`src/rtl/hdbn_line_encoder.sv`:
```
// NRZ-to-bipolar line encoder: HDBn zero substitution followed by alternate-mark
// polarity assignment onto the BP/BN line-driver pair, with identical latency in AMI and HDBn modes.
module hdbn_line_encoder #(
    parameter int ZRUN     = 4,
    parameter bit INIT_POL = 1'b0,
    parameter int CNT_W    = 16
) (
    input  logic             clk,
    input  logic             rst_n,
    input  logic             en,
    input  logic             din,
    input  logic             mode,
    output logic             BP,
    output logic             BN,
    output logic             out_valid,
    output logic             v_pulse,
    output logic [CNT_W-1:0] sub_cnt
);

    localparam int ZC_W = (ZRUN > 1) ? $clog2(ZRUN) : 1;

    typedef enum logic [1:0] {
        CODE_ZERO = 2'b00,
        CODE_MARK = 2'b01,
        CODE_B    = 2'b10,
        CODE_V    = 2'b11
    } code_t;

    // en is a one-way strobe with no back-pressure: every clk with en=1 consumes
    // din and advances the whole pipeline by one bit; en=0 freezes it.
    code_t            sr_code [ZRUN];
    logic [ZRUN-1:0]  sr_vld;
    logic [ZC_W-1:0]  zcnt;
    logic             parity;
    logic             last_neg;

    logic             sub;
    code_t            new_code;
    logic             bp_next;
    logic             bn_next;
    logic             v_next;
    logic             last_neg_next;

    always_comb begin
        sub      = !din && mode && (zcnt == ZC_W'(ZRUN - 1));
        new_code = CODE_ZERO;
        if (din) begin
            new_code = CODE_MARK;
        end else if (sub) begin
            new_code = CODE_V;
        end
    end

    // Polarity stage: last_neg records the sign of the most recent pulse.
    always_comb begin
        bp_next       = 1'b0;
        bn_next       = 1'b0;
        v_next        = 1'b0;
        last_neg_next = last_neg;
        case (sr_code[ZRUN-1])
            CODE_MARK, CODE_B: begin
                bp_next       = last_neg;
                bn_next       = !last_neg;
                last_neg_next = !last_neg;
            end
            CODE_V: begin
                bp_next = !last_neg;
                bn_next = last_neg;
                v_next  = 1'b1;
            end
            default: ;
        endcase
    end

    always_ff @(posedge clk or negedge rst_n) begin
        if (!rst_n) begin
            for (int i = 0; i < ZRUN; i++) begin
                sr_code[i] <= CODE_ZERO;
            end
            sr_vld    <= '0;
            zcnt      <= '0;
            parity    <= 1'b0;
            last_neg  <= (INIT_POL == 1'b0);
            BP        <= 1'b0;
            BN        <= 1'b0;
            out_valid <= 1'b0;
            v_pulse   <= 1'b0;
            sub_cnt   <= '0;
        end else if (en) begin
            for (int i = 1; i < ZRUN; i++) begin
                sr_code[i] <= sr_code[i-1];
                sr_vld[i]  <= sr_vld[i-1];
            end
            sr_code[0] <= new_code;
            sr_vld[0]  <= 1'b1;
            // Even pulse count since the last violation: prepend a B so V alternates.
            if (sub && !parity && sr_vld[ZRUN-2]) begin
                sr_code[ZRUN-1] <= CODE_B;
            end

            if (din) begin
                zcnt   <= '0;
                parity <= !parity;
            end else if (!mode || sub) begin
                zcnt <= '0;
                if (sub) begin
                    parity <= 1'b0;
                end
            end else begin
                zcnt <= zcnt + 1'b1;
            end

            if (sub && (sub_cnt != {CNT_W{1'b1}})) begin
                sub_cnt <= sub_cnt + 1'b1;
            end

            BP        <= bp_next;
            BN        <= bn_next;
            v_pulse   <= v_next;
            out_valid <= sr_vld[ZRUN-1];
            last_neg  <= last_neg_next;
        end else begin
            v_pulse <= 1'b0;
        end
    end

endmodule

```
`config.mk`:
```
export PLATFORM = sky130hd
export DESIGN_NAME = hdbn_line_encoder
export DESIGN_NICKNAME = d
export VERILOG_FILES = /design/src/rtl/hdbn_line_encoder.sv
export SDC_FILE = /design/constraint.sdc
export NUM_CORES = 1
export LEC_CHECK = 0
export ABC_AREA = 1
export BUFFER_PORTS_ARGS = -buffer_cell sky130_fd_sc_hd__buf_2
export CORE_AREA = 2 2 72 74
export DETAILED_ROUTE_END_ITERATION = 6
export DIE_AREA = 0 0 74 76
export HOLD_SLACK_MARGIN = 0.1
export PLACE_DENSITY = 0.62
export REMOVE_ABC_BUFFERS = 1
export SETUP_SLACK_MARGIN = 0.02
export SLEW_MARGIN = 20
export SYNTH_ARGS = -nofsm -noshare
export SYNTH_HDL_FRONTEND = slang
export SYNTH_SLANG_ARGS = --single-unit
export TNS_END_PERCENT = 30
```
`constraint.sdc`:
```
create_clock -name clk -period 4.1 [get_ports clk]
set_input_delay 0.205 -clock clk [delete_from_list [all_inputs] [get_ports clk]]
set_output_delay 0.205 -clock clk [all_outputs]
set_load 0.05 [all_outputs]
```
==> flow_summary.toml <==
[run_status]
outcome = "completed"

[critical_path]
required_ns = 4.32
endpoint_kind = "flop"
critPathLaunch = "sub_cnt[0]"
worstSetupPathType = "reg -> reg"
timing.rr.start = "sub_cnt[0]"
crit_path_max_fanout = 17
reg2regPathDepth = 8
crit_path_start_kind = "flop"
cpMostUsedCell = "nor2_4"
worst-endpoint-arrival_ns = 1.92
crit_path_top_delay_cell = "dfrtp_1"
r2r-end = "sub_cnt[12]"
cp_slowest_stage_delay_ns = 0.47
r2r_setup_slack_ns = 2.39
crit_chain = "ha_1 > inv_2 > nor2_4 > nand2_4 > nor2_4 > nor2_4 > nand2_1 > o21ai_2"
endpoint = "sub_cnt[12]"

[placement]
dp_hpwl_mm = 2.552
buffer_ports.inserted = 24
routabilityCongestion = 0.8591

[floorplanning]
die-area_mm2 = 0.005624
fp.coreArea_mm2 = 0.004912
core.rowCount = 26
die_h_um = 76
die_w_um = 74
ioPinCount = 25
start_util = 0.3823

[global_route]
grt_max_degree = 37
overflow = 0
grtUsageMet2 = 0.2152
grtUsageMet1 = 0.2003
grt_use_met3 = 0.03968
grtUsageTotal = 0.1451
antenna_found_initial = 0
grt_pass1_vias = 1405
grt-busiest-layer = "met2"
grt_pass1_wl_mm = 6.382

[power]
p_int_mw = 0.5578
p_leak_nw = 1.106
p_sw_mw = 0.2399
power_frac_clock = 0.329
combPwrFrac = 0.152
p_seq_frac = 0.519
peakVddDrop_mv = 0.1667
p_sw_frac = 0.3007
powerDensity_mw_per_mm2 = 370.2

[yosys]
synth_top_flop_cell = "dfrtp_1"
netlist_area_mm2 = 0.001878
synth_seq_area_share = 0.4803
synth_cell_type_count = 28
synth_edf_count = 0
syn_inst = 239
ys_seq_elements = 36
async_reset_ff_frac = 1.000
avgSynthCellArea_um2 = 7.858
synth_warnings = 0

[timing]
fin_skew_ns = 0.003964
setup_violations = 0
rsz0062_at_grt = "no"
drv_slew = 0
worstMarginPinSlew_ns = 0.8020
setup_tns_ns = 0
hold_violations = 0
max_slew_margin = 0.4654
fmax_mhz = 586.3
period_minus_slack_ns = 1.706
period_share = 0.4160

[worst_hold_path]
min_path_type = "in -> reg"
hold_depth = 4

[routing]
vias_per_cell = 4.501
drtIter0Drc = 113
antenna_left = 0
via_count = 1517
totalWireLength_mm = 3.549
post_drt_wl_per_cell_um = 10.53
drt_pass1_iterations = 4
drc = 0

[final_layout]
final_util = 0.4386
drive_gt1_frac = 0.1985
nets = 274
diodes = 0
areaGrowthSynthToFinish_pct = 14.72
layout_common_cells = "nand2_1 (99), dfrtp_1 (35), buf_2 (24)"
layout_commonest_cell = "nand2_1"

[cts]
htreeDepth = 2
cts_max_path_buffers = 2
clkSinkCount = 36
cts_buffers = 5
cts_resized = 0
cts_tree = "yes"
clk_pin_slew_ns = 0.07
clock_latency_ns = 0.29
root_buffer = "clkbuf_8"

[flow_run]
cap_violations = 0
[cell usage after synthesis (4+ instances only)]
cell     instances  share of area
o21ai_2          5          0.023
nand2_1         99           0.20
nand3_1         10          0.027
nor2_4           5          0.030
xnor2_1          4          0.019
inv_2            4         0.0080
dfrtp_1         35           0.47
o21ai_0          8          0.021
inv_1           21          0.042
nor2_1          16          0.032
nand4_1          6          0.020
[area by class of cell]
cell class                 count  area [um^2]
inverter                      25        93.84
fill                         494         2758
timing repair buffer          25        130.1
tap                           70        87.58
sequential                    36        902.1
clock buffer                   7        86.33
clock inverter                 1        7.507
multi-input combinational    173        847.1
[timing repair]
action,4_1_cts,5_1_grt
buffers inserted,0,0
hold buffers,1,0
endpoints found under the hold margin,35,0
[through the flow]
stage	cells	instance area [um^2]	hold slack (ns)	setup slack [ns]	power (mW)
floorplan	234	1843	-0.09059	2.251	0.5058
finish	337	2155	0.2040	2.394	0.7977
CTS	337	2155	0.1990	2.382	0.8117
detailed placement	328	2051	0.3468	2.415	0.5431
global placement	328	2051	0.3482	2.453	0.5413
global route	337	2155	0.2260	2.229	0.8502
[sequential cells by signal, indices dropped and copies added (netlist names)]
signal and flops:
BP 1, zcnt 2, v_pulse 1, BN 1, out_valid 1, last_neg 1
sr_vld 4, parity 1, sub_cnt 16, sr_code 8
[cell families (layout without fill, tap and decap cells)]
group / after synthesis / in the layout / share of synthesized area
buffers and inverters: 30 / 58 / 0.06861
and+or+nand+nor: 144 / 144 / 0.3351
xor gates and xnor gates: 6 / 6 / 0.02798
AOI/OAI and AO/OA: 20 / 20 / 0.06795
DFF: 36 / 36 / 0.4803
adders and majority gates: 3 / 3 / 0.01999
[worst min path at each step]
stage,start,endpoint,slack (ns)
after global placement,rst_n,zcnt[0],0.35
after CTS,din,zcnt[1],0.20
after detailed placement,rst_n,zcnt[0],0.35
final,din,zcnt[1],0.20
after floorplan,rst_n,BN,-0.09
after global routing,din,zcnt[1],0.23
[power by group through the flow]
stage          combinational, mW  sequential [mW]  clock (mW)
6_report                   0.121            0.414       0.263
5_1_grt                    0.135            0.419       0.296
4_1_cts                    0.124            0.414       0.274
3_5_place_dp               0.122            0.421           0
3_3_place_gp               0.122            0.420           0
2_1_floorplan             0.0469            0.459           0
[critical path: cells and delay by family (launching register included)]
kind,cells,cell delay (ns)
and+or+nand+nor,5,0.66
DFF,1,0.47
adders and majority gates,1,0.33
buffers and inverters,1,0.10
AOI/OAI and AO/OA,1,0.07
[metal layers]
layer,share of wire,vias to the layer above
li1,-,798
met1,0.51,693
met2,0.44,20
met3,0.027,6
met4,0.018,0
met5,0,-
Note: power is estimated with default switching activity, not from simulation.
